<file path="config.mk">
export PLATFORM = sky130hd
export DESIGN_NAME = mac_dot_seq_flat
export DESIGN_NICKNAME = d
export VERILOG_FILES = /design/src/rtl/mac_pkg.sv /design/src/rtl/mac_dot_seq_if.sv /design/src/rtl/mac_wait_timer.sv /design/src/rtl/mac_dot_seq.sv /design/src/flat_wrapper.sv
export SDC_FILE = /design/constraint.sdc
export NUM_CORES = 1
export LEC_CHECK = 0
export ABC_AREA = 1
export BUFFER_PORTS_ARGS = -buffer_cell sky130_fd_sc_hd__buf_2
export CAP_MARGIN = 20
export CORE_MARGIN = 3
export CORE_UTILIZATION = 45
export DETAILED_ROUTE_END_ITERATION = 16
export PLACE_DENSITY = 0.76
export SETUP_SLACK_MARGIN = 0.1
export SLEW_MARGIN = 20
export SYNTH_ARGS = -nofsm -noshare
export SYNTH_HDL_FRONTEND = slang
export SYNTH_SLANG_ARGS = --single-unit
</file>
<file path="constraint.sdc">
create_clock -name clk -period 3 [get_ports clk]
set_input_delay 0.45 -clock clk [delete_from_list [all_inputs] [get_ports clk]]
set_output_delay 0.45 -clock clk [all_outputs]
set_load 0.02 [all_outputs]
</file>
<file path="src/rtl/mac_pkg.sv">
// Shared definitions for the MAC sequencer: state encoding, default width,
// common fp16 constants and a counter-width helper.
package mac_pkg;

  typedef enum logic [1:0] {
    IDLE  = 2'd0,
    FETCH = 2'd1,
    WAIT  = 2'd2,
    DONE  = 2'd3
  } state_e;

  localparam int WIDTH_DEF = 16;

  localparam logic [15:0] FP16_ZERO = 16'h0000;
  localparam logic [15:0] FP16_ONE  = 16'h3C00;

  // A zero-latency MAC still needs a one-bit counter so the port is legal.
  function automatic int cnt_width(input int lat);
    return (lat > 0) ? $clog2(lat + 1) : 1;
  endfunction

endpackage

</file>
<file path="src/rtl/mac_dot_seq_if.sv">
// Bundle of the sequencer's control, operand, MAC and result signals.
// slave = sequencer view, master = operand/result/MAC side view.
interface mac_dot_seq_if #(
  parameter int WIDTH = 16,
  parameter int LEN_W = 8
);

  logic             start;
  logic [LEN_W-1:0] len;
  logic [WIDTH-1:0] init;
  logic             busy;

  logic             in_valid;
  logic [WIDTH-1:0] in_a;
  logic [WIDTH-1:0] in_b;
  logic             in_ready;

  logic [WIDTH-1:0] mac_a;
  logic [WIDTH-1:0] mac_b;
  logic [WIDTH-1:0] mac_c;
  logic [WIDTH-1:0] mac_out;

  logic             res_valid;
  logic [WIDTH-1:0] res;
  logic             res_ready;

  modport slave (
    input  start, len, init, in_valid, in_a, in_b, mac_out, res_ready,
    output busy, in_ready, mac_a, mac_b, mac_c, res_valid, res
  );

  modport master (
    output start, len, init, in_valid, in_a, in_b, mac_out, res_ready,
    input  busy, in_ready, mac_a, mac_b, mac_c, res_valid, res
  );

endinterface

</file>
<file path="src/rtl/mac_wait_timer.sv">
// Loadable down-counter that times the MAC latency; zero means the result
// at mac_out is valid this cycle.
module mac_wait_timer
  import mac_pkg::*;
#(
  parameter int MAX = 1
) (
  input  logic clk,
  input  logic rst,
  input  logic load,
  input  logic dec,
  output logic zero
);

  localparam int W = cnt_width(MAX);

  logic [W-1:0] cnt_q;
  logic [W-1:0] cnt_d;

  always_comb begin
    cnt_d = cnt_q;
    if (load) begin
      cnt_d = W'(MAX);
    end else if (dec && (cnt_q != '0)) begin
      cnt_d = cnt_q - 1'b1;
    end
  end

  always_ff @(posedge clk or posedge rst) begin
    if (rst) begin
      cnt_q <= '0;
    end else begin
      cnt_q <= cnt_d;
    end
  end

  assign zero = (cnt_q == '0);

endmodule

</file>
<file path="src/rtl/mac_dot_seq.sv">
// Dot-product sequencer: feeds (a, b, acc) to an external fp16 MAC, waits its
// latency, folds mac_out back into acc and returns the final sum.
module mac_dot_seq
  import mac_pkg::*;
#(
  parameter int WIDTH   = WIDTH_DEF,
  parameter int LEN_W   = 8,
  parameter int MAC_LAT = 1
) (
  input  logic          clk,
  input  logic          rst,
  mac_dot_seq_if.slave  bus
);

  state_e           state_q, state_d;
  logic [WIDTH-1:0] acc_q, acc_d;
  logic [LEN_W-1:0] remaining_q, remaining_d;
  logic [WIDTH-1:0] res_q, res_d;
  logic [WIDTH-1:0] mac_a_q, mac_a_d;
  logic [WIDTH-1:0] mac_b_q, mac_b_d;
  logic [WIDTH-1:0] mac_c_q, mac_c_d;

  logic tmr_load;
  logic tmr_dec;
  logic tmr_zero;

  mac_wait_timer #(
    .MAX (MAC_LAT)
  ) u_timer (
    .clk  (clk),
    .rst  (rst),
    .load (tmr_load),
    .dec  (tmr_dec),
    .zero (tmr_zero)
  );

  always_comb begin
    state_d     = state_q;
    acc_d       = acc_q;
    remaining_d = remaining_q;
    res_d       = res_q;
    mac_a_d     = mac_a_q;
    mac_b_d     = mac_b_q;
    mac_c_d     = mac_c_q;
    tmr_load    = 1'b0;
    tmr_dec     = 1'b0;

    case (state_q)
      IDLE: begin
        if (bus.start) begin
          if (bus.len != '0) begin
            remaining_d = bus.len;
            acc_d       = bus.init;
            state_d     = FETCH;
          end else begin
            // Empty product: the initial value is the answer, MAC untouched.
            res_d   = bus.init;
            state_d = DONE;
          end
        end
      end

      FETCH: begin
        if (bus.in_valid) begin
          mac_a_d  = bus.in_a;
          mac_b_d  = bus.in_b;
          mac_c_d  = acc_q;
          tmr_load = 1'b1;
          state_d  = WAIT;
        end
      end

      WAIT: begin
        if (!tmr_zero) begin
          tmr_dec = 1'b1;
        end else begin
          acc_d       = bus.mac_out;
          remaining_d = remaining_q - 1'b1;
          if (remaining_q == LEN_W'(1)) begin
            res_d   = bus.mac_out;
            state_d = DONE;
          end else begin
            state_d = FETCH;
          end
        end
      end

      DONE: begin
        if (bus.res_ready) begin
          state_d = IDLE;
        end
      end

      default: state_d = IDLE;
    endcase
  end

  always_ff @(posedge clk or posedge rst) begin
    if (rst) begin
      state_q     <= IDLE;
      acc_q       <= '0;
      remaining_q <= '0;
      res_q       <= '0;
      mac_a_q     <= '0;
      mac_b_q     <= '0;
      mac_c_q     <= '0;
    end else begin
      state_q     <= state_d;
      acc_q       <= acc_d;
      remaining_q <= remaining_d;
      res_q       <= res_d;
      mac_a_q     <= mac_a_d;
      mac_b_q     <= mac_b_d;
      mac_c_q     <= mac_c_d;
    end
  end

  assign bus.busy      = (state_q != IDLE);
  assign bus.in_ready  = (state_q == FETCH);
  assign bus.res_valid = (state_q == DONE);
  assign bus.res       = res_q;
  assign bus.mac_a     = mac_a_q;
  assign bus.mac_b     = mac_b_q;
  assign bus.mac_c     = mac_c_q;

endmodule

</file>
<file path="src/flat_wrapper.sv">
// flat-port wrapper written by rule: the top's interface ports become plain ports
module mac_dot_seq_flat import mac_pkg::*;
#(
  parameter int WIDTH   = WIDTH_DEF,
  parameter int LEN_W   = 8,
  parameter int MAC_LAT = 1
)
  (clk, rst, bus_start, bus_len, bus_init, bus_in_valid, bus_in_a, bus_in_b, bus_mac_out, bus_res_ready, bus_busy, bus_in_ready, bus_mac_a, bus_mac_b, bus_mac_c, bus_res_valid, bus_res);
  mac_dot_seq_if #(.WIDTH(WIDTH), .LEN_W(LEN_W)) bus_i ();
  input  logic clk;
  input  logic rst;
  input wire logic [$bits(bus_i.start)-1:0] bus_start;
  input wire logic [$bits(bus_i.len)-1:0] bus_len;
  input wire logic [$bits(bus_i.init)-1:0] bus_init;
  input wire logic [$bits(bus_i.in_valid)-1:0] bus_in_valid;
  input wire logic [$bits(bus_i.in_a)-1:0] bus_in_a;
  input wire logic [$bits(bus_i.in_b)-1:0] bus_in_b;
  input wire logic [$bits(bus_i.mac_out)-1:0] bus_mac_out;
  input wire logic [$bits(bus_i.res_ready)-1:0] bus_res_ready;
  output wire logic [$bits(bus_i.busy)-1:0] bus_busy;
  output wire logic [$bits(bus_i.in_ready)-1:0] bus_in_ready;
  output wire logic [$bits(bus_i.mac_a)-1:0] bus_mac_a;
  output wire logic [$bits(bus_i.mac_b)-1:0] bus_mac_b;
  output wire logic [$bits(bus_i.mac_c)-1:0] bus_mac_c;
  output wire logic [$bits(bus_i.res_valid)-1:0] bus_res_valid;
  output wire logic [$bits(bus_i.res)-1:0] bus_res;
  assign bus_i.start = bus_start;
  assign bus_i.len = bus_len;
  assign bus_i.init = bus_init;
  assign bus_i.in_valid = bus_in_valid;
  assign bus_i.in_a = bus_in_a;
  assign bus_i.in_b = bus_in_b;
  assign bus_i.mac_out = bus_mac_out;
  assign bus_i.res_ready = bus_res_ready;
  assign bus_busy = bus_i.busy;
  assign bus_in_ready = bus_i.in_ready;
  assign bus_mac_a = bus_i.mac_a;
  assign bus_mac_b = bus_i.mac_b;
  assign bus_mac_c = bus_i.mac_c;
  assign bus_res_valid = bus_i.res_valid;
  assign bus_res = bus_i.res;
  mac_dot_seq #(.WIDTH(WIDTH), .LEN_W(LEN_W), .MAC_LAT(MAC_LAT)) u_core (.clk(clk), .rst(rst), .bus(bus_i));
endmodule
</file>
==> Word level (Yosys, flattened, before mapping) <==
Index checks and enable logic that the tools add are counted.
{ "op_classes": {"addsub": 2, "n_eq_ne": 11, "mux": 26, "n_reduce_logical": 10} }
{ "ops": {"columns": ["cell", "n"], "rows": [
  ["two-way mux 16 bit", 7],
  ["case mux 16 bit (2 select lines)", 2],
  ["two-way mux 8 bit", 3],
  ["case mux 8 bit (2 select lines)", 1],
  ["two-way mux 2 bit", 6],
  ["!= test 2 bit, second input constant", 5],
  ["== test 8 x 1 -> 1 bit, second input constant", 1],
  ["case mux 2 bit (4 select lines)", 1],
  ["AND reduction 4 bit", 2],
  ["nonzero test 8 bit", 1],
  ["subtractor 8 x 1 -> 8 bit, second input constant", 1],
  ["two-way mux 1 bit", 6],
  ["nonzero test 2 bit", 3],
  ["AND reduction 5 bit", 1],
  ["== test 2 bit, second input constant", 2],
  ["!= test 2 x 1 -> 1 bit, second input constant", 2],
  ["== test 2 x 1 -> 1 bit, second input constant", 1],
  ["zero test 2 bit", 1],
  ["AND reduction 2 bit", 1],
  ["logical AND 1 bit", 1],
  ["subtractor 1 bit, second input constant", 1]
]} }
{ "totals": {"register_bits": 91, "word_cells": 57} }

==> Logic depth before layout (Yosys ltp) <==
{ "depth": {"ltp_word": 5, "mapped_depth": 9, "ltp_nobuf": 8} }

==> Cells and area by module <==
Synthesis repeated with hierarchy kept, for this count alone.
{ "hier_totals": {"hier_cells": 517, "area_unflattened_um2": 4290.4} }
{ "modules_own_cells": {"columns": ["mod", "n_inst", "cells_per_inst", "area_per_inst_um2", "seq_area_each_um2"], "rows": [
  ["mac_dot_seq", 1, 510, 4242.8, 2252.2],
  ["mac_wait_timer", 1, 7, 47.5, 25.0]
]} }

==> Worst setup path after synthesis <==
OpenSTA, ideal clock, no wires.
{ "synth_path": {"path_type": "reg2reg", "startpoint": "register u_core.remaining_q[1]", "endpoint": "register u_core.res_q[0], in the netlist u_core.bus.res[0]", "setup_ps": 117, "arrival_ps": 1389, "required_ps": 2883, "path_slack_ps": 1494, "path_stages_with_launch": 9, "path_buffers": 1, "synth_period_minus_slack_ps": 1506, "cell_sequence": "dfrtp_1 inv_1 ha_1 nand3_1 o21ai_2 nand3_2 buf_6 nand2_1 nand2_1"} }
{ "synth_via": {"elab_chain_len": 3} }
{ "synth_lines": {"columns": ["item", "line_no", "text"], "rows": [
  ["start, declared", "mac_dot_seq.sv:17", "logic [LEN_W-1:0] remaining_q, remaining_d;"],
  ["start signal, assigned", "mac_dot_seq.sv:110", "remaining_q <= remaining_d;"],
  ["== test 8 x 1 -> 1 bit", "mac_dot_seq.sv:79", "if (remaining_q == LEN_W'(1)) begin"],
  ["!= test 2 x 1 -> 1 bit (no source line)", null, null],
  ["AND reduction 5 bit (no source line)", null, null],
  ["end signal, assigned", "mac_dot_seq.sv:111", "res_q <= res_d;"],
  ["end, declared", "mac_dot_seq.sv:18", "logic [WIDTH-1:0] res_q, res_d;"]
]} }
No other way between the ends.
A chain may end at the register's enable or synchronous reset.

==> Worst setup path in the final report <==
{ "layout_path": {"startpoint": "register u_core.remaining_q[1]", "endpoint": "register u_core.res_q[5], in the netlist u_core.bus.res[5]"} }
The elaborated chain is that of the path after synthesis.

==> results.ini <==
[global_routing]
antenna_found_initial = 0
overflow = 0
grt_pass1_vias = 3134
grt_usage_pct = 18.5
grt_pass1_wl_um = 15100
grt_max_degree = 56

[setup_path]
start_kind = flop
arrival_ns = 2.32
cp.required_ns = 3.25
worstPathMaxFanout = 17
critPathCaptureType = flop
worstSetupPathType = reg2reg

[clock_network]
cts_tree = built
cts.sinks = 91
cts-root-buf = clkbuf_8
cts_inserted_buffers = 9
cts_hold_buffers = 0
clk_pin_slew_ns = 0.10
cts_max_level = 3
clk_path_buf_depth = 2
clock_latency_ns = 0.36
post_cts_buffers = 0
cts-resized-gates = 0

[synth]
synth.area.top_cells = dfrtp_1 54%, nand2_1 14%, mux2_4 9.7%
yosys.area_share.adder_pct = 0.598
yosysWarningCount = 0
synth_cell_types = 25
synth_top_area_cell = dfrtp_1
synth_fp_nets = 520
avgSynthCellArea_sq_um = 9.50
synth_area_sq_um = 4190
synth_compound_area_share_pct = 5.80
synth-simple-area-share_pct = 21.2
synth_xor_area_share_pct = 0
ys_seq_area_share_pct = 54.4
synthMuxAreaShare_pct = 11.0
synth_top_family_by_area = simple AND/OR/NAND/NOR gates
synth_seq_cells = 91
yosys.area.top_type_share_pct = 54.4
synthCells = 441

[pwr]
p_comb_share_pct = 50.0
leakagePower_nw = 2.87
vdd_drop_max_mv = 0.388
switching_share_pct = 44.1
switching_power_mw = 2.63
power.share.sequential_pct = 35.9
intPower_mw = 3.33
p_clk_share_pct = 14.0
p_per_area_nw_per_um2 = 1150

[cells_and_area]
final_cell_mix = 157 x nand2_1, 143 x buf_2, 91 x dfrtp_1
area_growth_pct = 23.4
layout_commonest_cell = nand2_1
fillers = 774
final_util_pct = 58.1
antennaDiodeCount = 0
layout-drive-gt1-share_pct = 36.2
multi_input_area_sq_um = 1620
regArea_sq_um = 2280
nets = 660

[drt]
drt_iter0_drc = 159
wl_per_cell_um = 13.8
drt-vias-per-instance = 4.82
drt_first_pass_iters = 4
drtAntennaViolNets = 0
routed_wl_um = 9600
drc_errors = 0
vias = 3343

[timing]
worst_slew_pin_slew_ns = 0.716
final.period_utilization_pct = 69.0
hold_viol_final = 0
relSlewSlack_pct = 52.1
finalCriticalPeriod_ns = 2.07
holdWs_ns = 0.0754
fmax_mhz = 483
rsz0062_at_grt = no
slew_viol_final = 0
finalSetupTns_ns = 0
setup_viol = 0
fin_skew_ns = 0.0121

[floorplan]
die_x_um = 102
die_area_sq_um = 10500
num_rows = 34
start_util_pct = 47.1
io_pins = 144
die_h_um = 102
core_area_sq_um = 8890

[job]
maxCapViolations = 0

[placement]
dpl.hpwl_um = 7020
gp_congestion = 0.854
port_buffers = 143

[worst_hold_path]
min_path_type = in2async

[run_status]
status = finished, final reports clean

-- stage by stage --
step	power, mW	setup WS (ns)	area [sq um]	std cells
after floorplan	4.36	0.186	4190	441
final	5.95	0.931	5170	693
after global placement	5.06	0.994	4950	677
after global routing	6.45	0.693	5170	693
after detailed placement	5.15	0.923	4950	677
after CTS	6.01	0.937	5150	692
-- flip-flops by register name (all words and copies together), names as in the netlist --
name                  cells
u_core.acc_q             16
u_core.bus.mac_a         16
u_core.bus.mac_b         16
u_core.bus.mac_c         16
u_core.bus.res           16
u_core.remaining_q        8
u_core.state_q            2
u_core.u_timer.cnt_q      1
-- path summary, 6_finish.rpt --
path | startpoint | endpoint | slack (ns) | depth (start not counted)
setup / recovery | u_core.remaining_q[1] | u_core.bus.res[5] | 0.93 | 7
hold / removal | rst | u_core.acc_q[11] | 0.08 | 2
setup reg to reg | u_core.remaining_q[1] | u_core.bus.res[5] | 0.93 | 7
hold reg to reg | u_core.bus.mac_c[10] | u_core.bus.mac_c[10] | 0.49 | 2
max in group asynchronous | rst | u_core.bus.mac_c[0] | 2.14 | 4
min in group clk | bus_in_b[6] | u_core.bus.mac_b[6] | 0.31 | 2
-- power groups by stage --
stage	combinational [mW]	sequential [mW]	clock, mW
after floorplan	1.72	2.64	0
after global placement	2.92	2.14	0
after detailed placement	2.99	2.16	0
after CTS	3.00	2.14	0.861
after global routing	3.32	2.21	0.917
final	2.98	2.14	0.835
-- kinds of logic after synthesis --
logic type	Yosys count
AND/OR/NAND/NOR	211
flip-flops	91
buffers and inverters	58
AO/OA/AOI/OAI	47
multiplexers	32
adder cells (fa/ha/maj)	2
-- critical path: stages (launching register included) --
cell,delay [ns]
dfrtp_1,0.37
inv_1,0.11
ha_1,0.15
nand3_1,0.11
o21ai_2,0.54
nand3_2,0.44
nand2_1,0.16
nand2_1,0.07
-- final cells by class --
class,instances,share of cell area [%]
tap,108,2.62
clock inverter,6,1.38
multi-input combinational,292,31.3
clock buffer,9,2.40
inverter,39,2.95
sequential,91,44.1
timing repair buffer,148,15.3
-- per-layer routing --
| metal | up-vias | wire (um) | global-route usage, % |
|---|---|---|---|
| met3 | 13 | 665 | 4.57 |
| met1 | 1518 | 4650 | 26.5 |
| li1 | 1680 | - | - |
| met2 | 132 | 4140 | 27.2 |
| met5 | - | 0 | 0 |
| met4 | 0 | 149 | 6.96 |
-- Yosys cell counts --
master / n
nand2_4: 1
nand3_1: 12
nor2_4: 1
inv_2: 4
o21ai_2: 2
inv_1: 33
mux2_2: 5
nand2_1: 157
o21ai_1: 18
nor2_1: 17
buf_2: 7
nand2_2: 2
nand4_1: 16
o21ai_0: 26
dfrtp_1: 91
a21oi_1: 1
nor2_2: 2
nand3_2: 2
inv_4: 2
buf_4: 1
clkbuf_1: 3
ha_1: 2
nor3_1: 1
buf_6: 8
mux2_4: 27
Note: power is estimated with default switching activity, not from simulation.
